$ cat src/rtl/mem_port_arbiter_if.sv
// Requester and memory-side signals of the N-port block arbiter, bundled for module ports.
// slave: arbiter side; master: requesters plus memory model side.
interface mem_port_arbiter_if #(
  parameter int NUM_PORTS = 2,
  parameter int ADDR_W    = 14,
  parameter int BLK_W     = 64
);
  logic [NUM_PORTS-1:0]        req_valid;
  logic [NUM_PORTS-1:0]        req_we;
  logic [NUM_PORTS*ADDR_W-1:0] req_addr;
  logic [NUM_PORTS*BLK_W-1:0]  req_wdata;
  logic [NUM_PORTS-1:0]        rsp_valid;
  logic                        rsp_err;
  logic [BLK_W-1:0]            rsp_rdata;
  logic [NUM_PORTS-1:0]        grant;
  logic [ADDR_W-1:0]           m_addr;
  logic                        m_re;
  logic                        m_we;
  logic [BLK_W-1:0]            m_wr_data;
  logic [BLK_W-1:0]            m_rd_data;
  logic                        m_rdy;

  modport slave (
    input  req_valid, req_we, req_addr, req_wdata, m_rd_data, m_rdy,
    output rsp_valid, rsp_err, rsp_rdata, grant, m_addr, m_re, m_we, m_wr_data
  );

  modport master (
    output req_valid, req_we, req_addr, req_wdata, m_rd_data, m_rdy,
    input  rsp_valid, rsp_err, rsp_rdata, grant, m_addr, m_re, m_we, m_wr_data
  );
endinterface

$ cat src/rtl/mem_port_arbiter.sv
// N-port block arbiter onto one memory port, one transaction in flight; round-robin or fixed priority.
// Grant on the edge after a request, response one edge after m_rdy or watchdog expiry; others wait held.
module mem_port_arbiter #(
  parameter int NUM_PORTS = 2,
  parameter int ADDR_W    = 14,
  parameter int BLK_W     = 64,
  parameter int PRIO_MODE = 0,
  parameter int TIMEOUT   = 64
) (
  input logic            clk,
  input logic            rst,
  mem_port_arbiter_if.slave bus
);
  localparam int PW  = (NUM_PORTS > 1) ? $clog2(NUM_PORTS) : 1;
  localparam int WDW = (TIMEOUT > 1) ? $clog2(TIMEOUT) : 1;
  localparam logic [WDW-1:0] WD_LAST  = WDW'((TIMEOUT > 0) ? TIMEOUT - 1 : 0);
  localparam logic [PW-1:0]  PTR_INIT = PW'(NUM_PORTS - 1);

  typedef enum logic [1:0] {IDLE = 2'd0, BUSY = 2'd1, RESP = 2'd2} state_t;

  state_t         state;
  logic [PW-1:0]  ptr;
  logic [PW-1:0]  pick;
  logic           pick_vld;
  logic [WDW-1:0] wdog;
  int             idx;

  // Winner selection; the scan runs from the far end so the nearest candidate is assigned last.
  always_comb begin
    pick     = '0;
    pick_vld = 1'b0;
    idx      = 0;
    if (PRIO_MODE != 0) begin
      for (int i = NUM_PORTS - 1; i >= 0; i--) begin
        if (bus.req_valid[PW'(i)]) begin
          pick     = PW'(i);
          pick_vld = 1'b1;
        end
      end
    end else begin
      for (int k = NUM_PORTS; k >= 1; k--) begin
        idx = int'(ptr) + k;
        if (idx >= NUM_PORTS) idx = idx - NUM_PORTS;
        if (bus.req_valid[PW'(idx)]) begin
          pick     = PW'(idx);
          pick_vld = 1'b1;
        end
      end
    end
  end

  always_ff @(posedge clk) begin
    if (rst) begin
      state         <= IDLE;
      ptr           <= PTR_INIT;
      wdog          <= '0;
      bus.rsp_valid <= '0;
      bus.rsp_err   <= 1'b0;
      bus.rsp_rdata <= '0;
      bus.grant     <= '0;
      bus.m_addr    <= '0;
      bus.m_re      <= 1'b0;
      bus.m_we      <= 1'b0;
      bus.m_wr_data <= '0;
    end else begin
      case (state)
        IDLE: begin
          if (pick_vld) begin
            bus.m_addr    <= bus.req_addr[pick*ADDR_W +: ADDR_W];
            bus.m_wr_data <= bus.req_wdata[pick*BLK_W +: BLK_W];
            bus.m_we      <= bus.req_we[pick];
            bus.m_re      <= ~bus.req_we[pick];
            bus.grant     <= NUM_PORTS'(1) << pick;
            wdog          <= '0;
            if (PRIO_MODE == 0) ptr <= pick;
            state         <= BUSY;
          end
        end
        BUSY: begin
          // m_rdy takes precedence over a watchdog expiry in the same cycle.
          if (bus.m_rdy) begin
            if (bus.m_re) bus.rsp_rdata <= bus.m_rd_data;
            bus.m_re      <= 1'b0;
            bus.m_we      <= 1'b0;
            bus.rsp_valid <= bus.grant;
            bus.rsp_err   <= 1'b0;
            state         <= RESP;
          end else if (TIMEOUT != 0) begin
            if (wdog == WD_LAST) begin
              bus.m_re      <= 1'b0;
              bus.m_we      <= 1'b0;
              bus.rsp_valid <= bus.grant;
              bus.rsp_err   <= 1'b1;
              state         <= RESP;
            end else begin
              wdog <= wdog + 1'b1;
            end
          end
        end
        RESP: begin
          bus.rsp_valid <= '0;
          bus.rsp_err   <= 1'b0;
          bus.grant     <= '0;
          state         <= IDLE;
        end
        default: state <= IDLE;
      endcase
    end
  end
endmodule

$ cat src/flat_wrapper.sv
// flat-port wrapper written by rule: the top's interface ports become plain ports
module mem_port_arbiter_flat 
#(
  parameter int NUM_PORTS = 2,
  parameter int ADDR_W    = 14,
  parameter int BLK_W     = 64,
  parameter int PRIO_MODE = 0,
  parameter int TIMEOUT   = 64
)
  (clk, rst, bus_req_valid, bus_req_we, bus_req_addr, bus_req_wdata, bus_m_rd_data, bus_m_rdy, bus_rsp_valid, bus_rsp_err, bus_rsp_rdata, bus_grant, bus_m_addr, bus_m_re, bus_m_we, bus_m_wr_data);
  mem_port_arbiter_if #(.NUM_PORTS(NUM_PORTS), .ADDR_W(ADDR_W), .BLK_W(BLK_W)) bus_i ();
  input logic clk;
  input logic rst;
  input wire logic [$bits(bus_i.req_valid)-1:0] bus_req_valid;
  input wire logic [$bits(bus_i.req_we)-1:0] bus_req_we;
  input wire logic [$bits(bus_i.req_addr)-1:0] bus_req_addr;
  input wire logic [$bits(bus_i.req_wdata)-1:0] bus_req_wdata;
  input wire logic [$bits(bus_i.m_rd_data)-1:0] bus_m_rd_data;
  input wire logic [$bits(bus_i.m_rdy)-1:0] bus_m_rdy;
  output wire logic [$bits(bus_i.rsp_valid)-1:0] bus_rsp_valid;
  output wire logic [$bits(bus_i.rsp_err)-1:0] bus_rsp_err;
  output wire logic [$bits(bus_i.rsp_rdata)-1:0] bus_rsp_rdata;
  output wire logic [$bits(bus_i.grant)-1:0] bus_grant;
  output wire logic [$bits(bus_i.m_addr)-1:0] bus_m_addr;
  output wire logic [$bits(bus_i.m_re)-1:0] bus_m_re;
  output wire logic [$bits(bus_i.m_we)-1:0] bus_m_we;
  output wire logic [$bits(bus_i.m_wr_data)-1:0] bus_m_wr_data;
  assign bus_i.req_valid = bus_req_valid;
  assign bus_i.req_we = bus_req_we;
  assign bus_i.req_addr = bus_req_addr;
  assign bus_i.req_wdata = bus_req_wdata;
  assign bus_i.m_rd_data = bus_m_rd_data;
  assign bus_i.m_rdy = bus_m_rdy;
  assign bus_rsp_valid = bus_i.rsp_valid;
  assign bus_rsp_err = bus_i.rsp_err;
  assign bus_rsp_rdata = bus_i.rsp_rdata;
  assign bus_grant = bus_i.grant;
  assign bus_m_addr = bus_i.m_addr;
  assign bus_m_re = bus_i.m_re;
  assign bus_m_we = bus_i.m_we;
  assign bus_m_wr_data = bus_i.m_wr_data;
  mem_port_arbiter #(.NUM_PORTS(NUM_PORTS), .ADDR_W(ADDR_W), .BLK_W(BLK_W), .PRIO_MODE(PRIO_MODE), .TIMEOUT(TIMEOUT)) u_core (.clk(clk), .rst(rst), .bus(bus_i));
endmodule
$ cat config.mk
export PLATFORM = sky130hd
export DESIGN_NAME = mem_port_arbiter_flat
export DESIGN_NICKNAME = d
export VERILOG_FILES = /design/src/rtl/mem_port_arbiter_if.sv /design/src/rtl/mem_port_arbiter.sv /design/src/flat_wrapper.sv
export SDC_FILE = /design/constraint.sdc
export NUM_CORES = 1
export LEC_CHECK = 0
export ABC_AREA = 1
export BUFFER_PORTS_ARGS = -buffer_cell sky130_fd_sc_hd__clkbuf_2
export CAP_MARGIN = 10
export CORE_ASPECT_RATIO = 1.1
export CORE_MARGIN = 10
export CORE_UTILIZATION = 40
export CTS_BUF_LIST = sky130_fd_sc_hd__clkbuf_4
export DETAILED_ROUTE_END_ITERATION = 7
export GPL_ROUTABILITY_DRIVEN = 0
export PLACE_DENSITY = 0.74
export REMOVE_ABC_BUFFERS = 1
export SYNTH_ARGS = -nofsm -noshare
export SYNTH_HDL_FRONTEND = slang
export SYNTH_SLANG_ARGS = --single-unit
export TNS_END_PERCENT = 30
$ cat constraint.sdc
create_clock -name clk -period 2.8 [get_ports clk]
set_input_delay 0.42 -clock clk [delete_from_list [all_inputs] [get_ports clk]]
set_output_delay 0.42 -clock clk [all_outputs]
set_load 0.005 [all_outputs]
==> results.md, run 1 <==
* Via Count at 6890
* Hold Vio Cnt, Final at 0
* Clock slew at reported path FFs at 0.15 ns
* Main synth FF type: dfxtp_1
* Net Sw Frac at 30.4%
* Count leader, synth: dfxtp_1
* Internal at 3330 µW
* Synth Area in Adders at 0.977%
* Synth Cell Area at approximately 6400 µm²
* Post-Synth XOR/XNOR Area at 0%
* Setup crit start kind: flop
* EDFF count, synth at 0
* Ys async rst share at 0%
* Die area at around 21000 µm²
* Vias in the first global route at 6580
* Crit Path Category: flop to flop
* Place WS at 0.667 ns
* Finished Layout Cells at 1330
* GRT Total Usage at between 20% and 30%
* Row count at 48
* Leak pwr at 0.00385 µW
* Area Growth Syn to Fin at 32.3%
* Setup TNS at 0 ns
* Largest family of logic cells by synthesized area: compound AO/OA/AOI/OAI gates
* # DRC at 0
* I/O pin total at approximately 380
* 1st-pass router iterations at 7
* Post-synth top cells: dfxtp_1, a21oi_1, nand2_1
* Hold WC Path Type: input port to flop
* Max VDD drop at 0.300 mV
* GRT overflow at 0
* R2r worst-path depth at 7
* Hold Startpoint: bus_m_rd_data[37]
* Final net count at 1346
* Num CTS Buffers at 17
* Worst rel slew slack at 45.2%
* Cts repair resizes at 0
* Worst Path Required at 3.21 ns
* Gr busiest metal: met2
* Seq/Total Area, Yosys at about half
* Starting Density at between 40 and 50%
* Root Buffer: clkbuf_4
* Post-synth cell types at 25
* Wire length per cell at 17.8 µm
* Worst Path Arrival at 2.59 ns
* Post-layout min period at 2.18 ns
* # setup viols final at 0
* Worst Tran Pin Value at 0.822 ns
* CTS Hold Buffers Added at 0
* Crit path capture type: flop
* RSZ-0062 raised after global routing: false
* CTS sink count at about 160
* Crit share post-route at between 70 and 80%
* First-pass GRT wire length at 35800 µm
* Detailed Place HPWL at ~18000 µm
* Hold depth at 3
* Area leader, netlist: dfxtp_1
* Dpl cells at 1295
* WL final at between 20000 and 25000 µm
* Status: completed
* Sequential Power Share at 51.8%
* TritonCTS clock tree: built
* Synth area leaders: dfxtp_1, a21oi_1, o22ai_1
* Met2 Use GR at 36.1%
* Mux contribution to synthesized area at 0%
* Combinational group share of total power at 19.3%
* Pins Over Slew Limit at 0
* Die Ht at 153 µm
* Port bufs at 374
* Post-Synth Simple-Gate Area at 16.2%
* Syn Inst Count at 785
* Max Root-Sink Buffers at 2
* Fmax at between 400 and 500 MHz
* Chip Width at 141 µm
* H-tree levels at 4
* Post-CTS setup buffers at 0
* Core area at 15700 µm²
* NetSw at 1450 µW
* CP Launch Point: u_core.state[0]$_SDFFE_PP0P_
* Worst r2r src: u_core.state[0]$_SDFFE_PP0P_
* Pwr Density at 565 nW/µm²
* Synth warnings at 0
* GR Util met3 at under 10%
* Post-synthesis area per instance at 8.16 µm²
* Clk Latency, worst-skew pair at 0.55 ns
* Worst clock skew at 0.0269 ns
* Post-detailed-route count of antenna-violating nets at 0
* Clock power frac at 28.9%
* Initial antenna violation count at 3
* Vias/cell at 5.18
* Worst-path fanout max at 108
* Largest net degree at the start of global routing at between 100 and 150
* Fraction of layout cells with a size suffix above 1 at 38.1%
* Total power at about 4800 µW
* Synth Register Bits at 158
* DRT iter0 DRCs at 456
* Synth Area in Compound Gates at 24.8%
* MaxCap Viol Count at 0
* Yosys top cell area share at 49.4%
* Setup slack after layout at 0.616 ns
* Met1 usage at 21.7%
## stage by stage
stage / hold WS [ns] / utilization [%] / area [µm²]
after global routing: 0.00892 / 53.8 / 8470
final: 0.102 / 53.8 / 8470
after floorplan: 0.450 / - / 5940
after detailed placement: 0.451 / 52.0 / 8180
after CTS: 0.0362 / 53.8 / 8470
after global placement: 0.447 / 52.0 / 8180
## state kept, by name, indices dropped and copies added (netlist names)
name / count
u_core.bus.m_wr_data: 64
u_core.bus.rsp_rdata: 64
u_core.bus.m_addr: 14
u_core.wdog: 6
u_core.bus.grant: 2
u_core.bus.rsp_valid: 2
u_core.state: 2
u_core.bus.m_re: 1
u_core.bus.m_we: 1
u_core.bus.rsp_err: 1
u_core.ptr: 1
## layout by cell type (no fill, tap or decap), types with 2 or more instances in the layout
cell type   netlist  layout
inv_2             3       3
nand4_1          10      10
ha_1              5       5
o21ai_0          52      52
nand3_1          72      72
o21ai_1          31      31
clkinv_1          0       2
buf_12            0       3
nor2_1           11      11
clkinvlp_4        0       5
clkbuf_2          1     374
dfxtp_2           0       2
bufinv_16         0       2
nand2_2           3       3
inv_6             0       3
nand3_2           2       2
inv_1            19      18
diode_2           0       3
o22ai_1          68      68
a21oi_1         146     146
clkbuf_4          0      19
nor3_1           30      30
nand2_1          97      97
dfxtp_1         158     156
buf_4             8       7
## final cells by class
| type | count | area [µm²] |
|---|---|---|
| clock inverters | 13 | 140 |
| inverters | 23 | 90.1 |
| fillers | 1541 | 7260 |
| diodes | 3 | 7.51 |
| multi-input cells | 530 | 2690 |
| well taps | 200 | 250 |
| clock buffers | 19 | 143 |
| flip-flops and latches | 158 | 3170 |
| repair buffers | 384 | 1980 |
## routing by layer
metal | part of all wire [%] | up-vias | wire (µm)
met2 | 52 | 244 | 12400
met4 | 2.7 | 0 | 640
met5 | 0 | - | 0
met1 | 38 | 3163 | 8860
met3 | 7.4 | 40 | 1740
li1 | - | 3443 | -
## worst max-delay path, cell delays in order (launching register included)
cell and delay [ns]:
dfxtp_1 0.41, inv_1 0.08, ha_1 0.26, nand2_2 0.35, clkinv_2 0.31, buf_12 0.28
o21ai_0 0.23, a21oi_1 0.07
## power by group through the flow
stage               Sequential (µW)  Combinational (µW)  Clock (µW)
floorplan                      2580                 374           0
global placement               2520                 917           0
detailed placement             2520                 928           0
CTS                            2480                 931        1430
global route                   2500                1020        1540
finish                         2480                 924        1380
## worst paths after layout
| kind | to | slack, ns |
|---|---|---|
| max | u_core.bus.m_wr_data[39]$_SDFFE_PP0P_ | 0.62 |
| min | u_core.bus.rsp_rdata[37]$_SDFFE_PP0P_ | 0.10 |
| min reg2reg | u_core.bus.rsp_rdata[52]$_SDFFE_PP0P_ | 0.47 |
| max reg2reg | u_core.bus.m_wr_data[39]$_SDFFE_PP0P_ | 0.62 |
## logic make-up (layout without fill, tap and decap cells)
logic type / count (synthesis) / in the layout
and+or+nand+nor: 227 / 227
DFF: 158 / 158
AOI/OAI and AO/OA: 298 / 298
other: 0 / 3
buffers and inverters: 97 / 439
adders and majority gates: 5 / 5
Power figures use the tool's default switching activity.
==> run 2: changes to the inputs <==
Settings changed: PLACE_DENSITY 0.74 to 0.77.
Clock period 2.8 ns to 1.8 ns, I/O delays scaled along.
==> run 2 against run 1 <==
  * Worst setup slack got worse by 0.59 ns
  * Routed wire length rose by 35%
  * Global-route usage rose by 5.3 points
  * Count of clock-buffer cells in the layout rose by 2
==> results.md, run 2 (same netlist as run 1, synthesis figures left out) <==
* Status: completed
* Root Buffer: clkbuf_4
* # setup viols final at 0
* Row count at 48
* Vias in the first global route at 8269
* WL final at 31800 µm
* Worst r2r src: u_core.ptr$_SDFFE_PP1P_
* Die Ht at 153 µm
* Num CTS Buffers at 17
* GRT Total Usage at approximately a quarter
* Clock slew at reported path FFs at 0.14 ns
* M1 wire length at 10900 µm
* TritonCTS clock tree: built
* Leak pwr at 0.00474 µW
* MaxCap Viol Count at 0
* Post-layout min period at 1.77 ns
* Max VDD drop at 0.452 mV
* Worst Tran Pin Value at roughly 0.45 ns
* Finished Layout Cells at 1521
* Worst rel slew slack at between 70% and 80%
* Port bufs at 374
* CP Launch Point: u_core.ptr$_SDFFE_PP1P_
* Setup crit start kind: flop
* Worst clock skew at 0.0297 ns
* RSZ-0062 raised after global routing: false
* DRT iter0 DRCs at roughly 900
* Pwr Density at about 770 nW/µm²
* Area post-placement at roughly 8300 µm²
* Worst Path Arrival at 2.22 ns
* Hold Vio Cnt, Final at 0
* Vias/cell at 5.60
* Max Root-Sink Buffers at 2
* Crit Path Category: flop to flop
* Via Count at 8525
* Setup slack after layout at 0.0295 ns
* Highest routed layer: met5
* GRT overflow at 0
* # DRC at 0
* Dpl cells at 1296
* Pins Over Slew Limit at 0
* Clk Latency, worst-skew pair at 0.54 ns
* Most frequent cells in the layout: clkbuf_2, dlygate4sd3_1, dfxtp_1, a21oi_1, nand2_1
* Die area at 21500 µm²
* Commonest non-fill, non-tap cell in the layout: clkbuf_2
* Detailed Place HPWL at 17900 µm
* Fmax at 565 MHz
* Fraction of layout cells with a size suffix above 1 at 33.7%
* Largest net degree at the start of global routing at 147
* Chip Width at 141 µm
* Place WS at 0.0959 ns
* Routed met2 length at 15900 µm
* CTS sink count at 158
* 1st-pass router iterations at 8
* R2r worst-path depth at 4
* Wire length per cell at 20.9 µm
* Crit share post-route at 98.4%
* Worst-path fanout max at 78
* Hold WC Path Type: input port to flop
* Design Area, Final at 10600 µm²
* H-tree levels at 4
* Final net count at approximately 1500
* Hold depth at 3
* Worst Path Required at approximately 2.3 ns
* Area Growth Syn to Fin at 64.7%
* Initial antenna violation count at 7
* First-pass GRT wire length at between 40000 and 50000 µm
* WL met3 at 3110 µm
* # fillers at between 1000 and 1500
* Starting Density at 40.7%
* Top Registers: u_core.bus.m_wr_data: 64 flops, u_core.bus.rsp_rdata: 64 flops, u_core.bus.m_addr: 14 flops
* Core area at 15700 µm²
* I/O pin total at 376
* Hold Startpoint: bus_req_addr[6]
* Crit path capture type: flop
* Post-detailed-route count of antenna-violating nets at 0
-- run 2: cell count changes in the layout (fill, tap and decap cells not counted), sizes merged --
cell          delta
diode            +2
buf              +6
clkbuf           +7
inv              -1
clkinvlp         -4
dlygate4sd3    +178
clkinv           +2
dlymetal6s4s     +1
-- run 2: critical path, stage by stage (launching register included) --
cell and delay [ns]:
dfxtp_4 0.40, buf_12 0.29, o22ai_1 0.16, dlygate4sd3_1 0.59, a21oi_1 0.18
-- run 2: what timing repair did --
action | 4_1_cts | 5_1_grt
hold endpoints to repair | 126 | 3
hold buffers | 176 | 3
buffers inserted | 0 | 2
resized for setup | 0 | 18
setup endpoints to repair | 0 | 74
-- run 2: area by class of cell --
cell class | instances | area, µm² | area share [%]
Antenna cell | 5 | 12.5 | 0.119
Clock buffer | 21 | 158 | 1.49
Clock inverter | 10 | 115 | 1.09
Inverter | 23 | 97.6 | 0.925
Multi-Input combinational cell | 530 | 2710 | 25.7
Sequential cell | 158 | 3170 | 30.0
Tap cell | 200 | 250 | 2.37
Timing Repair Buffer | 574 | 4040 | 38.3
-- run 2: worst paths after layout --
check / end / slack (ns)
max: u_core.bus.m_wr_data[13]$_SDFFE_PP0P_ / 0.03
max reg2reg: u_core.bus.m_wr_data[13]$_SDFFE_PP0P_ / 0.03
min: u_core.bus.m_addr[6]$_SDFFE_PP0P_ / 0.05
min reg2reg: u_core.bus.rsp_rdata[12]$_SDFFE_PP0P_ / 0.47
-- run 2: stage by stage --
| stage | utilization (%) | TNS [ns] | hold WS, ns | total power [µW] |
|---|---|---|---|---|
| after detailed placement | 52.4 | 0 | 0.451 | 5400 |
| after CTS | 65.4 | 0 | 0.0000715 | 7920 |
| final | 67.1 | 0 | 0.0486 | 8130 |
| after global routing | 67.1 | 0 | -0.00696 | 8480 |
| after global placement | 52.4 | 0 | 0.447 | 5370 |
| after floorplan | - | -112.53 | 0.339 | 4590 |
-- run 2: routing by layer --
metal	GRT usage, %	up-vias
met1	26.7	3935
li1	-	3833
met2	44.6	614
met4	15.3	2
met3	8.60	141
met5	0	-
-- run 2: where the power goes --
part	switching [µW]	total (µW)	leakage, µW	internal (µW)
clock network	1300	2180	0.000149	883
registers	147	3880	0.00129	3730
logic	1060	2070	0.00329	1000
==> run 3: changes to the inputs <==
Settings changed: CORE_AREA set to 10 10 137 139, CORE_ASPECT_RATIO 1.1 to unset, CORE_MARGIN 10 to unset, CORE_UTILIZATION 40 to unset, CTS_CLUSTER_SIZE set to 16, DIE_AREA set to 0 0 147 149, PLACE_DENSITY 0.77 to 0.74.
Clock period 1.8 ns to 2.1 ns, I/O delays scaled along.
==> run 3 against run 2 <==
  * Final area fell by 11%
  * Worst setup slack improved by 0.26 ns
  * Total power fell by 19%
  * Hold slack improved by 0.0013 ns
  * First-iteration DRC count fell by 34%
  * Clock skew fell by 0.0063 ns
  * Routed wire length fell by 20%
  * Clock power fell by 16%
  * Sequential power fell by 15%
  * Die area rose by 2.0%
  * Count of clock-buffer cells in the layout fell by 3
  * Non-clock buffer count fell by 105
  * Largest power group unchanged
==> results.md, run 3 (same netlist as run 1, synthesis figures left out) <==
* DRT iter0 DRCs at 593
* Fraction of layout cells with a size suffix above 1 at 35.6%
* Chip Width at 147 µm
* Design Area, Final at 9390 µm²
* Via Count at approximately 7500
* Clk Latency, worst-skew pair at 0.55 ns
* Clock slew at reported path FFs at 0.13 ns
* Top Registers: u_core.bus.m_wr_data: 64 flops, u_core.bus.rsp_rdata: 64 flops, u_core.bus.m_addr: 14 flops
* Fmax at 551 MHz
* 1st-pass router iterations at 6
* Final net count at between 1000 and 1500
* Worst r2r src: u_core.state[1]$_SDFFE_PP0P_
* Dpl cells at 1318
* Hold Startpoint: bus_req_wdata[42]
* I/O pin total at 376
* # setup viols final at 0
* Worst rel slew slack at a little over half
* Crit path cell chain: inv_1 -> ha_1 -> nand2_4 -> inv_4 -> nand2_2 -> buf_4 -> nand2_1 -> a21oi_1
* Max VDD drop at 0.334 mV
* Vias in the first global route at 7486
* Pwr Density at between 600 and 700 nW/µm²
* WL final at 25500 µm
* Crit path capture type: flop
* H-tree levels at 4
* Worst Path Arrival at between 2 and 2.5 ns
* Setup slack after layout at 0.286 ns
* Hold WC Path Type: input port to flop
* Post-detailed-route count of antenna-violating nets at 0
* Crit Path Category: flop to flop
* CTS sink count at ~160
* Row count at 47
* Reg2reg end: u_core.bus.rsp_rdata[56]$_SDFFE_PP0P_
* Core area at 16200 µm²
* Status: completed
* Hold Vio Cnt, Final at 0
* Area Growth Syn to Fin at 46.6%
* Utilization after layout at 58.1%
* Area post-placement at 8280 µm²
* MaxCap Viol Count at 0
* Worst Tran Pin Value at 0.678 ns
* Hold depth at 3
* Maximum single-stage delay on the critical path at 0.40 ns
* Setup crit start kind: flop
* Commonest non-fill, non-tap cell in the layout: clkbuf_2
* First-pass GRT wire length at 39500 µm
* R2r worst-path depth at 8
* Place WS at ~0.36 ns
* TritonCTS clock tree: built
* Leak pwr at 0.00422 µW
* Max Root-Sink Buffers at 2
* Hold worst-path end: u_core.bus.m_wr_data[42]$_SDFFE_PP0P_
* Starting Density at between 30% and 40%
* Most frequent cells in the layout: clkbuf_2, dfxtp_1, a21oi_1, nand2_1, dlygate4sd3_1
* Root Buffer: clkbuf_4
* Die area at 21900 µm²
* Pins Over Slew Limit at 0
* Worst clock skew at roughly 0.023 ns
* # DRC at 0
* Post-layout min period at between 1.5 and 2 ns
* Detailed Place HPWL at approximately 18000 µm
* Port bufs at around 370
* Wire length per cell at 17.7 µm
* Finished Layout Cells at 1437
* Worst Path Required at 2.57 ns
* GRT overflow at 0
* Crit share post-route at ~86%
* GRT Total Usage at 22.1%
* Initial antenna violation count at 6
* Num CTS Buffers at 17
* Fin Hold WS at 0.0499 ns
* Die Ht at 149 µm
* Largest net degree at the start of global routing at a little over 80
* Highest-delay cell along the critical path: buf_4
* RSZ-0062 raised after global routing: false
* Post-CTS setup buffers at 0
* Vias/cell at 5.18
* Worst-path fanout max at 43
* R2R Setup Slk at 0.29 ns
run 3: cell count changes in the layout (fill, tap and decap cells not counted), sizes merged:
cell / previous run / this run
buf: 16 / 13
clkinvlp: 1 / 4
dlygate4sd3: 178 / 82
clkbuf: 400 / 392
dlymetal6s4s: 1 / 0
inv: 24 / 25
run 3: power breakdown:
part	internal [µW]	switching [µW]
Clock	719	1110
Combinational	644	763
Sequential	3200	107
Total	4560	1980
run 3: final cells by class:
class | instances | area [µm²]
fill | 1438 | 6780
clock buffer | 18 | 135
antenna | 5 | 12.5
sequential | 158 | 3170
clock inverter | 14 | 143
tap | 220 | 275
inverter | 23 | 90.1
timing repair buffer | 469 | 2880
multi-input combinational | 530 | 2690
run 3: repair_timing:
| item | in CTS | in global routing |
|---|---|---|
| hold buffers | 82 | 0 |
| endpoints found under the hold margin | 75 | 0 |
| gates resized for setup | 0 | 0 |
run 3: critical path, delay by kind of cell, from the launching register on:
family / cells / cell delay [ns]
buffers and inverters: 3 / 0.53
and+or+nand+nor: 3 / 0.31
AOI/OAI and AO/OA: 1 / 0.16
adders and majority gates: 1 / 0.33
DFF: 1 / 0.37
run 3: worst max-delay path by stage:
stage,from,end,slack (ns),depth (start not counted)
finish,u_core.state[1]$_SDFFE_PP0P_,u_core.bus.rsp_rdata[56]$_SDFFE_PP0P_,0.29,8
global route,u_core.state[1]$_SDFFE_PP0P_,u_core.bus.rsp_rdata[56]$_SDFFE_PP0P_,0.14,8
CTS,u_core.state[1]$_SDFFE_PP0P_,u_core.bus.rsp_rdata[35]$_SDFFE_PP0P_,0.33,8
detailed placement,u_core.state[1]$_SDFFE_PP0P_,u_core.bus.rsp_rdata[35]$_SDFFE_PP0P_,0.36,8
global placement,u_core.state[1]$_SDFFE_PP0P_,u_core.bus.rsp_rdata[7]$_SDFFE_PP0P_,0.42,8
floorplan,u_core.bus.m_re$_SDFFE_PP0P_,u_core.bus.rsp_rdata[0]$_SDFFE_PP0P_,-0.50,3
run 3: metal layers:
metal	GRT usage, %	routed length [µm]
met2	38.4	13000
met4	10.3	1180
met1	24.0	9410
met5	0	0
met3	7.16	1900
run 3: through the flow:
step	TNS [ns]	power [µW]
finish	0	6550
detailed placement	0	4630
global route	0	6900
global placement	0	4610
CTS	0	6610
floorplan	-68.23	3940
